[src/rtl/proc_pkg.sv]
// Shared opcode constants, FSM state encoding and decoded control vector for the
// proc_sequencer slice.
package proc_pkg;

    localparam logic [1:0] OP_ADD  = 2'b00;
    localparam logic [1:0] OP_LI   = 2'b01;
    localparam logic [1:0] OP_HALT = 2'b10;
    localparam logic [1:0] OP_JMP  = 2'b11;

    typedef enum logic [2:0] {
        StIdle   = 3'd0,
        StFetch  = 3'd1,
        StDecode = 3'd2,
        StExec   = 3'd3,
        StHalt   = 3'd4
    } state_t;

    // retire and halt are sequencer-internal; the rest leave the block as strobes
    typedef struct packed {
        logic reg_write;
        logic reg_dst;
        logic pc_src;
        logic data_write;
        logic pc_en;
        logic retire;
        logic halt;
    } ctrl_t;

endpackage

[src/rtl/proc_decode.sv]
// Combinational opcode-to-control-vector decoder; all-zero when not enabled.
// PROC_SEQ_HALT_EN selects whether opcode 10 is a halt or a NOP.
module proc_decode
    import proc_pkg::*;
(
    input  logic       en,
    input  logic [1:0] opcode,
    output ctrl_t      ctrl
);

    always_comb begin
        ctrl = '0;
        if (en) begin
            unique case (opcode)
                OP_ADD: begin
                    ctrl.reg_write  = 1'b1;
                    ctrl.data_write = 1'b1;
                    ctrl.pc_en      = 1'b1;
                    ctrl.retire     = 1'b1;
                end
                OP_LI: begin
                    ctrl.reg_write = 1'b1;
                    ctrl.reg_dst   = 1'b1;
                    ctrl.pc_en     = 1'b1;
                    ctrl.retire    = 1'b1;
                end
                OP_JMP: begin
                    ctrl.pc_src = 1'b1;
                    ctrl.pc_en  = 1'b1;
                    ctrl.retire = 1'b1;
                end
                OP_HALT: begin
`ifdef PROC_SEQ_HALT_EN
                    ctrl.halt = 1'b1;
`else
                    ctrl.pc_en  = 1'b1;
                    ctrl.retire = 1'b1;
`endif
                end
                default: ctrl = '0;
            endcase
        end
    end

endmodule

[src/rtl/proc_sequencer.sv]
// Multi-cycle fetch/decode/execute control sequencer with registered strobes.
// Optional halt instruction enabled by defining PROC_SEQ_HALT_EN.
module proc_sequencer
    import proc_pkg::*;
#(
    parameter int unsigned CNT_W = 16
) (
    input  logic             clk,
    input  logic             rst_n,
    input  logic             run,
    output logic             fetch_req,
    input  logic             fetch_ack,
    input  logic [7:0]       ins_code,
    output logic [7:0]       ir,
    output logic             reg_write,
    output logic             reg_dst,
    output logic             pc_src,
    output logic             data_write,
    output logic             pc_en,
    output logic             busy,
    output logic             halted,
    output logic [CNT_W-1:0] retire_cnt
);

    state_t           state;
    logic [7:0]       ir_q;
    logic [CNT_W-1:0] cnt_q;
    logic             halt_q;
    logic             fetch_req_q;
    logic             busy_q;
    logic             reg_write_q;
    logic             reg_dst_q;
    logic             pc_src_q;
    logic             data_write_q;
    logic             pc_en_q;
    logic             exec_next;
    ctrl_t            dec_ctrl;

    // Decoder is enabled only on the cycle that enters EXEC, so the registered
    // strobes are high for exactly the EXEC cycle and derive from ir alone.
    assign exec_next = (state == StDecode);

    proc_decode u_decode (
        .en     (exec_next),
        .opcode (ir_q[7:6]),
        .ctrl   (dec_ctrl)
    );

    always_ff @(posedge clk or negedge rst_n) begin
        if (!rst_n) begin
            state        <= StIdle;
            ir_q         <= '0;
            cnt_q        <= '0;
            halt_q       <= 1'b0;
            fetch_req_q  <= 1'b0;
            busy_q       <= 1'b0;
            reg_write_q  <= 1'b0;
            reg_dst_q    <= 1'b0;
            pc_src_q     <= 1'b0;
            data_write_q <= 1'b0;
            pc_en_q      <= 1'b0;
        end else begin
            reg_write_q  <= dec_ctrl.reg_write;
            reg_dst_q    <= dec_ctrl.reg_dst;
            pc_src_q     <= dec_ctrl.pc_src;
            data_write_q <= dec_ctrl.data_write;
            pc_en_q      <= dec_ctrl.pc_en;
            unique case (state)
                StIdle: begin
                    if (run) begin
                        state       <= StFetch;
                        fetch_req_q <= 1'b1;
                        busy_q      <= 1'b1;
                    end
                end
                StFetch: begin
                    if (fetch_ack) begin
                        ir_q        <= ins_code;
                        state       <= StDecode;
                        fetch_req_q <= 1'b0;
                    end
                end
                StDecode: begin
                    state  <= StExec;
                    halt_q <= dec_ctrl.halt;
                    // counting on EXEC entry makes the new total visible during EXEC
                    if (dec_ctrl.retire) begin
                        cnt_q <= cnt_q + CNT_W'(1);
                    end
                end
                StExec: begin
                    if (halt_q) begin
                        state  <= StHalt;
                        busy_q <= 1'b0;
                    end else if (run) begin
                        state       <= StFetch;
                        fetch_req_q <= 1'b1;
                    end else begin
                        state  <= StIdle;
                        busy_q <= 1'b0;
                    end
                end
                StHalt: begin
                    state <= StHalt;
                end
                default: begin
                    state       <= StIdle;
                    fetch_req_q <= 1'b0;
                    busy_q      <= 1'b0;
                end
            endcase
        end
    end

    assign fetch_req  = fetch_req_q;
    assign busy       = busy_q;
    assign ir         = ir_q;
    assign retire_cnt = cnt_q;
    assign reg_write  = reg_write_q;
    assign reg_dst    = reg_dst_q;
    assign pc_src     = pc_src_q;
    assign data_write = data_write_q;
    assign pc_en      = pc_en_q;

`ifdef PROC_SEQ_HALT_EN
    assign halted = (state == StHalt);
`else
    assign halted = 1'b0;
`endif

endmodule
[config.mk]
export PLATFORM = sky130hd
export DESIGN_NAME = proc_sequencer
export DESIGN_NICKNAME = d
export VERILOG_FILES = /design/src/rtl/proc_pkg.sv /design/src/rtl/proc_decode.sv /design/src/rtl/proc_sequencer.sv
export SDC_FILE = /design/constraint.sdc
export NUM_CORES = 1
export LEC_CHECK = 0
export ABC_CLOCK_PERIOD_IN_PS = 2400
export BUFFER_PORTS_ARGS = -buffer_cell sky130_fd_sc_hd__clkbuf_2
export CORE_ASPECT_RATIO = 0.75
export CORE_MARGIN = 8
export CORE_UTILIZATION = 40
export DETAILED_ROUTE_END_ITERATION = 7
export PLACE_DENSITY_LB_ADDON = 0.15
export SYNTH_ARGS = -nofsm -noshare
export SYNTH_HDL_FRONTEND = slang
export SYNTH_HIERARCHICAL = 1
export SYNTH_SLANG_ARGS = --single-unit
[constraint.sdc]
create_clock -name clk -period 2.4 [get_ports clk]
set_clock_uncertainty 0.05 [all_clocks]
set_input_delay 0.12 -clock clk [delete_from_list [all_inputs] [get_ports clk]]
set_output_delay 0.12 -clock clk [all_outputs]
set_load 0.1 [all_outputs]
==> results of run 1 <==
## final cells by class
class	count	share of cell area
multi-input combinational	85	0.325
sequential	35	0.463
inverter	3	0.00595
tap	52	0.0344
timing repair buffer	45	0.126
clock buffer	6	0.0436
clock inverter	1	0.00264
## worst register-to-register path, cell delays in order, from the launching register on
cell	delay (ps)
sky130_fd_sc_hd__dfrtp_1	510
sky130_fd_sc_hd__nor3b_1	300
sky130_fd_sc_hd__nand4bb_1	410
sky130_fd_sc_hd__nor4_4	450
sky130_fd_sc_hd__nand2_1	110
sky130_fd_sc_hd__xnor2_1	130
## through the flow
stage	setup WS [ps]	total power [mW]	util	hold slack [ps]	std cells
after global placement	428	2.34	0.481	211	218
after CTS	324	2.79	0.508	0.806	226
final	336	2.76	0.510	14.2	227
after floorplan	207	2.15	-	-226	130
after global routing	39.4	2.91	0.510	11.5	227
after detailed placement	357	2.35	0.481	229	218
## metal layers
| layer | global-route usage | part of all wire |
|---|---|---|
| met5 | 0 | 0 |
| met4 | 0.0280 | 0.0090 |
| met3 | 0.0631 | 0.082 |
| met2 | 0.166 | 0.46 |
| met1 | 0.130 | 0.45 |
## placed cells by master (no fill, tap or decap), drive strengths merged
| cell type | count |
|---|---|
| clkbuf | 48 |
| dfrtp | 35 |
| nand2 | 17 |
| xnor2 | 14 |
| mux2 | 9 |
| nor2 | 7 |
| nand4 | 5 |
| nand3 | 4 |
| o21ai | 4 |
| a21oi | 3 |
| inv | 3 |
| and3 | 3 |
| and3b | 2 |
| conb | 2 |
| dlygate4sd3 | 2 |
| nor3b | 2 |
| nor3 | 2 |
| nand4bb | 1 |
| and2 | 1 |
| xor2 | 1 |
| or3 | 1 |
| a221oi | 1 |
| a32oi | 1 |
| a21o | 1 |
| a2bb2oi | 1 |
| nor4 | 1 |
| ha | 1 |
| clkinv | 1 |
| buf | 1 |
| nor2b | 1 |
## cell families after synthesis
family / after synthesis / synth area share
buf+inv: 10 / 0.0433
simple gates: 47 / 0.189
compound gates: 11 / 0.0441
fa+ha+maj: 1 / 0.00802
mux: 9 / 0.0650
other cells: 2 / 0.00482
xor+xnor: 15 / 0.0843
flops: 35 / 0.562
## state kept, by name, summed over array words and instances (netlist names)
name,cells
pc_en,1
pc_src,1
reg_dst,1
data_write,1
retire_cnt,16
fetch_req,1
ir,8
state,3
busy,1
reg_write,1
halt_q,1
## final timing paths
check | slack (ps) | start | to
worst max-delay path | 340 | state[2] | retire_cnt[10]
worst min-delay path | 10 | ins_code[7] | ir[7]
worst max register to register | 340 | state[2] | retire_cnt[10]
worst min register to register | 420 | retire_cnt[15] | retire_cnt[15]
max in group asynchronous | 1360 | rst_n | retire_cnt[10]
min in group asynchronous | 420 | rst_n | ir[7]
## repair_timing
| item | in CTS | in global routing |
|---|---|---|
| gates resized for setup | 0 | 0 |
| hold endpoints to repair | 35 | 1 |
| hold buffers | 1 | 1 |
## where the power goes
group | switching [mW] | internal (mW)
sequential | 0.164 | 0.747
combinational | 1.14 | 0.281
clock | 0.197 | 0.225
total | 1.50 | 1.25
==> metrics, run 1 <==
number of synthesized flops with an enable pin=0; data required time at the worst endpoint=2520 ps; Hold WC Path Type=in -> reg; maximum count of clock buffers along a single path=2; worst max-slew margin expressed relative to the limit=0.446; fraction of final layout cells with drive strength greater than 1=0.371; Detailed Route WL=between 3000 and 4000 microns; global placement routability congestion=about 0.80; remaining routing DRC violations=0; Chip Width=88.1 microns; fin. max-slew vios=0; final hold violations=0; clock-pin transition on the worst setup and hold timing paths=~70 ps; delay-heaviest family, CP=simple AND/OR/NAND/NOR gates; sequential-to-total area share from yosys stat=0.562; Num Clock Sinks=35; Cell Chain, Critical Path=nor3b_1, nand4bb_1, nor4_4, nand2_1, xnor2_1; Fin Setup TNS=0 ps; main flop type after synthesis=sky130_fd_sc_hd__dfrtp_1; count of state elements after synthesis=35; final-report setup violation count=0; library cells used by synthesis=34; routed vias=1058; cell count after synthesis=between 100 and 150; maximum operating frequency=485 MHz; initial drt markers=46; number of cells on the worst hold path=2; area taken by flip-flops and latches=876 sq um; level count of the clock H-tree=2; synthesis-to-layout area growth=21.4%; final critical-path required period=2060 ps; library cell with the largest summed area after synthesis=sky130_fd_sc_hd__dfrtp_1; library cell contributing the largest single delay on the critical path=sky130_fd_sc_hd__dfrtp_1; slew at the pin with the worst max-slew slack=832 ps; number of primary I/O pins=44; total track usage=0.110; Non-Filler Cell Area, Final=0.00189 sq mm; total clock buffers created by CTS=5; most common cell in the synthesized netlist=sky130_fd_sc_hd__dfrtp_1; count of input and output buffers=42; Max Fanout on Critical Path=9; postcts setup bufs=0; status=complete, no violations; initial core utilization=0.420; vias in the first global route=1156; most numerous cell types in the synthesized netlist=35 x sky130_fd_sc_hd__dfrtp_1, 17 x sky130_fd_sc_hd__nand2_1, 14 x sky130_fd_sc_hd__xnor2_1; Yosys top cell area share=0.562; largest net degree at the start of global routing=36; layout net count=188; crit share post-route=0.860; Post-Synthesis Cell Area=0.00156 sq mm; type of the worst setup path=reg -> reg; Worst Setup Start Kind=flip-flop; Die Height=70.1 microns; max_cap viols=0; floorplan core area=0.00371 sq mm; Filler Cell Count=353; data arrival at the endpoint of the critical path=2180 ps; total power per unit cell area=1460 mW/mm^2; vias per std cell=4.66; Root Driver=sky130_fd_sc_hd__clkbuf_8; Worst-Skew Late Latency=between 200 and 300 ps; asr flop ratio synth=1.00; critical path buffer and inverter count=0; R2R cell count=5; Placed Area=0.00179 sq mm; Slowest Stage Delay on Critical Path=510 ps; leftover overflow at the end of global routing=0; total leakage power=between 0.9 and 1 nW; post-detailed-route count of antenna-violating nets=0; Post-Synthesis Net Count=143; TritonCTS clock tree=done; first-pass GRT wire length=5290 microns; CP Depth=5; maximum vdd drop=roughly 0.9 mV; combined area of the multi-input logic cells=616 sq um; RSZ-0062 raised after global routing=false; Site Rows=19; synth top area cells=sky130_fd_sc_hd__dfrtp_1 56%, sky130_fd_sc_hd__xnor2_1 7.9%, sky130_fd_sc_hd__mux2_2 5.1%, sky130_fd_sc_hd__nand2_1 4.1%, sky130_fd_sc_hd__buf_4 2.9%; average footprint of a synthesized cell=12.0 sq um; antenna violations before repair=0; Die Area=about 0.0062 sq mm; number of antenna repair diodes=0; Critical Path End Type=flip-flop; number of search-and-repair iterations in the first detailed-routing pass=4; Post-DP HPWL=around 2200 microns; average wire per standard cell=13.3 microns; Warnings, synthesis=6
(Power assumes the default switching activity.)
==> inputs of run 2 (changes only) <==
--- a/config.mk
+++ b/config.mk
@@ -8,3 +8,3 @@
 export ABC_CLOCK_PERIOD_IN_PS = 2400
-export BUFFER_PORTS_ARGS = -buffer_cell sky130_fd_sc_hd__clkbuf_2
+export BUFFER_PORTS_ARGS = -buffer_cell sky130_fd_sc_hd__buf_2
 export CORE_ASPECT_RATIO = 0.75
@@ -13,2 +13,3 @@
 export DETAILED_ROUTE_END_ITERATION = 7
+export GPL_TIMING_DRIVEN = 0
 export PLACE_DENSITY_LB_ADDON = 0.15
==> constraint.sdc (replaced) <==
create_clock -name clk -period 2.4 [get_ports clk]
set_clock_uncertainty 0.05 [all_clocks]
set_input_delay 0.72 -clock clk [delete_from_list [all_inputs] [get_ports clk]]
set_output_delay 0.72 -clock clk [all_outputs]
set_load 0.1 [all_outputs]
==> metrics, run 2 (synthesized netlist as in run 1, its figures left out) <==
Detailed Route WL=3040 microns; status=complete, no violations; leading cell types in the layout, fill and taps excluded=42 x sky130_fd_sc_hd__buf_2, 35 x sky130_fd_sc_hd__dfrtp_1, 17 x sky130_fd_sc_hd__nand2_1; max reg flops=16; Hold WC Path Type=reg -> reg; Worst Setup Start Kind=flip-flop; number of primary I/O pins=44; Critical Path End Type=flip-flop; leftover overflow at the end of global routing=0; Site Rows=19; worst slack, placed=-25.5 ps; final standard cell utilization of the core=0.518; maximum operating frequency=roughly 480 MHz; Non-Filler Cell Area, Final=0.00192 sq mm; Chip Width=88.1 microns; max_cap viols=0; initial drt markers=38; Placed Area=0.00183 sq mm; data required time at the worst endpoint=2510 ps; count of input and output buffers=42; final critical-path required period=2100 ps; number of search-and-repair iterations in the first detailed-routing pass=4; Worst-Skew Late Latency=270 ps; data arrival at the endpoint of the critical path=2200 ps; most common library cell in the layout ignoring fill and taps=sky130_fd_sc_hd__buf_2; maximum vdd drop=1.01 mV; Filler Cell Count=approximately 350; postcts setup bufs=0; final worst hold slack=approximately 430 ps; RSZ-0062 raised after global routing=false; post-route insts no fill=232; vias in the first global route=between 1000 and 1500; final-report setup violation count=0; layout net count=around 190; final hold violations=0; Fin Setup TNS=0 ps; Max Fanout on Critical Path=8; remaining routing DRC violations=0; Die Height=70.1 microns; maximum count of clock buffers along a single path=2; fin. max-slew vios=0; Num Clock Sinks=35; level count of the clock H-tree=2; number of antenna repair diodes=0; Post-DP HPWL=~2300 microns; total clock buffers created by CTS=5; largest net degree at the start of global routing=36; post-placement cell count=224; total power consumption of the routed design=~2.8 mW; slew at the pin with the worst max-slew slack=769 ps; crit share post-route=0.874; Die Area=0.00617 sq mm; average wire per standard cell=13.1 microns; total track usage=0.108; first-pass GRT wire length=5320 microns; total power per unit cell area=1450 mW/mm^2; final critical-path setup slack=303 ps; TritonCTS clock tree=done; synthesis-to-layout area growth=23.2%; type of the worst setup path=reg -> reg; total leakage power=0.974 nW; global placement routability congestion=0.756; routed vias=1108; initial core utilization=0.420; fraction of final layout cells with drive strength greater than 1=0.394; floorplan core area=~0.0037 sq mm; Root Driver=sky130_fd_sc_hd__clkbuf_8; worst max-slew margin expressed relative to the limit=0.487; post-detailed-route count of antenna-violating nets=0; vias per std cell=4.78; antenna violations before repair=0; clock-pin transition on the worst setup and hold timing paths=70 ps
==> run 2: power breakdown <==
part | switching (mW) | internal, mW
logic | 1.19 | 0.319
clock network | 0.191 | 0.203
registers | 0.130 | 0.747
==> run 2: area by class of cell <==
cell class	instances	area, sq um	area share
flip-flops and latches	35	876	0.456
multi-input cells	85	621	0.323
repair buffers	42	210	0.109
clock buffers	7	76.3	0.0397
well taps	52	65.1	0.0339
plain buffers	7	56.3	0.0293
inverters	3	11.3	0.00586
clock inverters	1	5.00	0.00261
==> run 2: critical path: stages, from the launching register on <==
cell and delay [ps]:
sky130_fd_sc_hd__dfrtp_1 470, sky130_fd_sc_hd__nor3b_2 430, sky130_fd_sc_hd__buf_4 190, sky130_fd_sc_hd__nand4bb_1 90
sky130_fd_sc_hd__buf_4 180, sky130_fd_sc_hd__nor4_4 330, sky130_fd_sc_hd__nand2_1 110, sky130_fd_sc_hd__xnor2_1 130
==> run 2: worst paths after layout <==
kind | depth (start not counted) | startpoint | slack, ps | end
worst max-delay path | 7 | state[0] | 300 | retire_cnt[10]
worst min-delay path | 1 | retire_cnt[15] | 430 | retire_cnt[15]
worst max register to register | 7 | state[0] | 300 | retire_cnt[10]
worst min register to register | 1 | retire_cnt[15] | 430 | retire_cnt[15]
max in group asynchronous | 1 | rst_n | 1340 | retire_cnt[3]
min in group asynchronous | 1 | rst_n | 470 | reg_write
==> run 2: layer usage <==
layer	vias up	GRT usage	share of wire
met5	-	0	0
met4	0	0.0280	0.0059
met3	2	0.0491	0.084
met2	28	0.175	0.47
met1	545	0.126	0.44
li1	533	-	-
==> run 2: repair_timing <==
item                       in CTS  in global routing
resized for setup               1                  0
setup endpoints to repair       3                  0
hold buffers                    0                  0
==> inputs of run 3 (changes only) <==
Settings changed: ABC_AREA from default to 1, CTS_CLUSTER_DIAMETER from default to 50.
==> metrics, run 3 <==
Root Driver=sky130_fd_sc_hd__clkbuf_8; area taken by flip-flops and latches=just under 900 sq um; status=complete, no violations; number of antenna repair diodes=0; routed vias=1391; number of search-and-repair iterations in the first detailed-routing pass=4; uppermost routed layer=met4; remaining routing DRC violations=0; layout net count=265; leftover overflow at the end of global routing=0; maximum vdd drop=around 0.95 mV; Max Fanout on Critical Path=5; max_cap viols=0; delay-heaviest family, CP=buffers and inverters; fin. max-slew vios=0; max reg flops=16; capturing point of the worst reg2reg path=retire_cnt[9]; level count of the clock H-tree=2; most numerous cell types in the synthesized netlist=64 x sky130_fd_sc_hd__nand2_1, 35 x sky130_fd_sc_hd__dfrtp_1, 24 x sky130_fd_sc_hd__nand3_1; final-report setup violation count=0; asr flop ratio synth=1.00; largest net degree at the start of global routing=36; data required time at the worst endpoint=1630 ps; Post-Synthesis Cell Area=0.00170 sq mm; Slowest Stage Delay on Critical Path=460 ps; final critical-path setup slack=457 ps; total power consumption of the routed design=around 3.0 mW; data arrival at the endpoint of the critical path=1170 ps; initial core utilization=0.417; total leakage power=1.19 nW; antenna violations before repair=0; library cell contributing the largest single delay on the critical path=sky130_fd_sc_hd__buf_2; combined area of the multi-input logic cells=between 600 and 700 sq um; DR WL met2=1400 microns; number of synthesized flops with an enable pin=0; hold buffers post-CTS=0; initial drt markers=57; maximum operating frequency=515 MHz; post-route insts no fill=about 310; leading cell types in the layout, fill and taps excluded=64 x sky130_fd_sc_hd__nand2_1, 42 x sky130_fd_sc_hd__buf_2, 35 x sky130_fd_sc_hd__dfrtp_1; Worst-Skew Late Latency=280 ps; Worst Setup Start Kind=flip-flop; Chip Width=91.3 microns; critical path buffer and inverter count=1; post-detailed-route count of antenna-violating nets=0; cell count after synthesis=just over 200; total power per unit cell area=1430 mW/mm^2; count of input and output buffers=41; Post-Synthesis Net Count=217; Warnings, synthesis=6; slew at the pin with the worst max-slew slack=slightly below 800 ps; main flop type after synthesis=sky130_fd_sc_hd__dfrtp_1; Yosys top cell area share=0.515; clock-pin transition on the worst setup and hold timing paths=70 ps; total clock buffers created by CTS=5; count of state elements after synthesis=35; count of cells resized by post-cts repair=0; worst slack, placed=~580 ps; Filler Cell Count=~410; synthesis-to-layout area growth=23.0%; Hold Path Origin=busy; vias in the first global route=roughly 1400; routed length on met1=about 1800 microns; global placement routability congestion=around 0.8; worst max-slew margin expressed relative to the limit=0.487; met3 wire length=279 microns; Critical Path End Type=output pin; first-pass GRT wire length=6310 microns; average footprint of a synthesized cell=8.34 sq um; average wire per standard cell=between 10 and 15 microns; crit share post-route=0.810; Die Height=72.5 microns; R2R cell count=8; final critical-path required period=around 1900 ps; most common library cell in the layout ignoring fill and taps=sky130_fd_sc_hd__nand2_1; library cells used by synthesis=26; maximum count of clock buffers along a single path=2; library cell with the largest summed area after synthesis=sky130_fd_sc_hd__dfrtp_1; TritonCTS clock tree=done; Cell Chain, Critical Path=buf_2; Hold WC Path Type=reg -> reg; sequential-to-total area share from yosys stat=0.515; vias per std cell=4.52; postcts setup bufs=0; number of primary I/O pins=44; fraction of final layout cells with drive strength greater than 1=0.277; post-placement cell count=300; final hold violations=0; RSZ-0062 raised after global routing=false; final worst hold slack=419 ps; Site Rows=20; most common cell in the synthesized netlist=sky130_fd_sc_hd__nand2_1; Die Area=between 0.006 and 0.007 sq mm; synth top area cells=sky130_fd_sc_hd__dfrtp_1 51%, sky130_fd_sc_hd__nand2_1 14%, sky130_fd_sc_hd__nand3_1 7.1%, sky130_fd_sc_hd__inv_1 5.1%, sky130_fd_sc_hd__nor2_1 3.5%; Post-DP HPWL=2690 microns; type of the worst setup path=reg -> out; startpoint of the worst register-to-register path=state[0]; Detailed Route WL=3550 microns; Num Clock Sinks=35; total track usage=0.118; end point of the most critical hold path=busy; Fin Setup TNS=0 ps; floorplan core area=0.00408 sq mm; slack of the worst reg-to-reg path=570 ps; number of cells on the worst hold path=2
[run 3: cell families (layout without fill, tap and decap cells)]
kind of cell	Yosys count	in the layout	synth area share
other	2	2	0.00441
AND/OR/NAND/NOR	122	122	0.334
adder cells (fa/ha/maj)	1	1	0.00735
flip-flops	35	35	0.515
AO/OA/AOI/OAI	3	3	0.00956
buffers and inverters	32	81	0.0838
XOR/XNOR	9	9	0.0463
[run 3: how the worst max path moves through the flow]
stage | endpoint | from | depth (start not counted) | slack (ps)
3_5_place_dp | retire_cnt[9] | state[0] | 8 | 580
2_1_floorplan | retire_cnt[14] | retire_cnt[0] | 8 | 290
5_1_grt | retire_cnt[11] | state[0] | 10 | 350
4_1_cts | retire_cnt[0] | retire_cnt[0] | 1 | 440
3_3_place_gp | retire_cnt[11] | state[0] | 10 | 570
6_report | retire_cnt[0] | retire_cnt[0] | 1 | 460
[run 3: per-layer routing]
layer | track usage | vias to the layer above
li1 | - | 714
met1 | 0.150 | 629
met2 | 0.165 | 41
met3 | 0.0546 | 7
met4 | 0.0579 | 0
met5 | 0 | -
[run 3: per-stage QoR]
step	utilization	cell area, sq um
after global placement	0.484	1980
after detailed placement	0.484	1980
after global routing	0.513	2090
after floorplan	-	1700
after CTS	0.513	2090
final	0.513	2090
[run 3: where the power goes]
group          internal (mW)  switching (mW)  total (mW)
Clock                  0.336           0.212       0.548
Combinational          0.285            1.30        1.58
Sequential             0.745           0.109       0.854
Total                   1.37            1.62        2.98
[run 3: final cells by class]
class                      instances  area share
clock buffer                       6      0.0395
sequential                        35       0.418
multi-input combinational        137       0.326
clock inverter                     2      0.0167
timing repair buffer              41      0.0980
tap                               55      0.0329
inverter                          26      0.0478
buffer                             6      0.0203
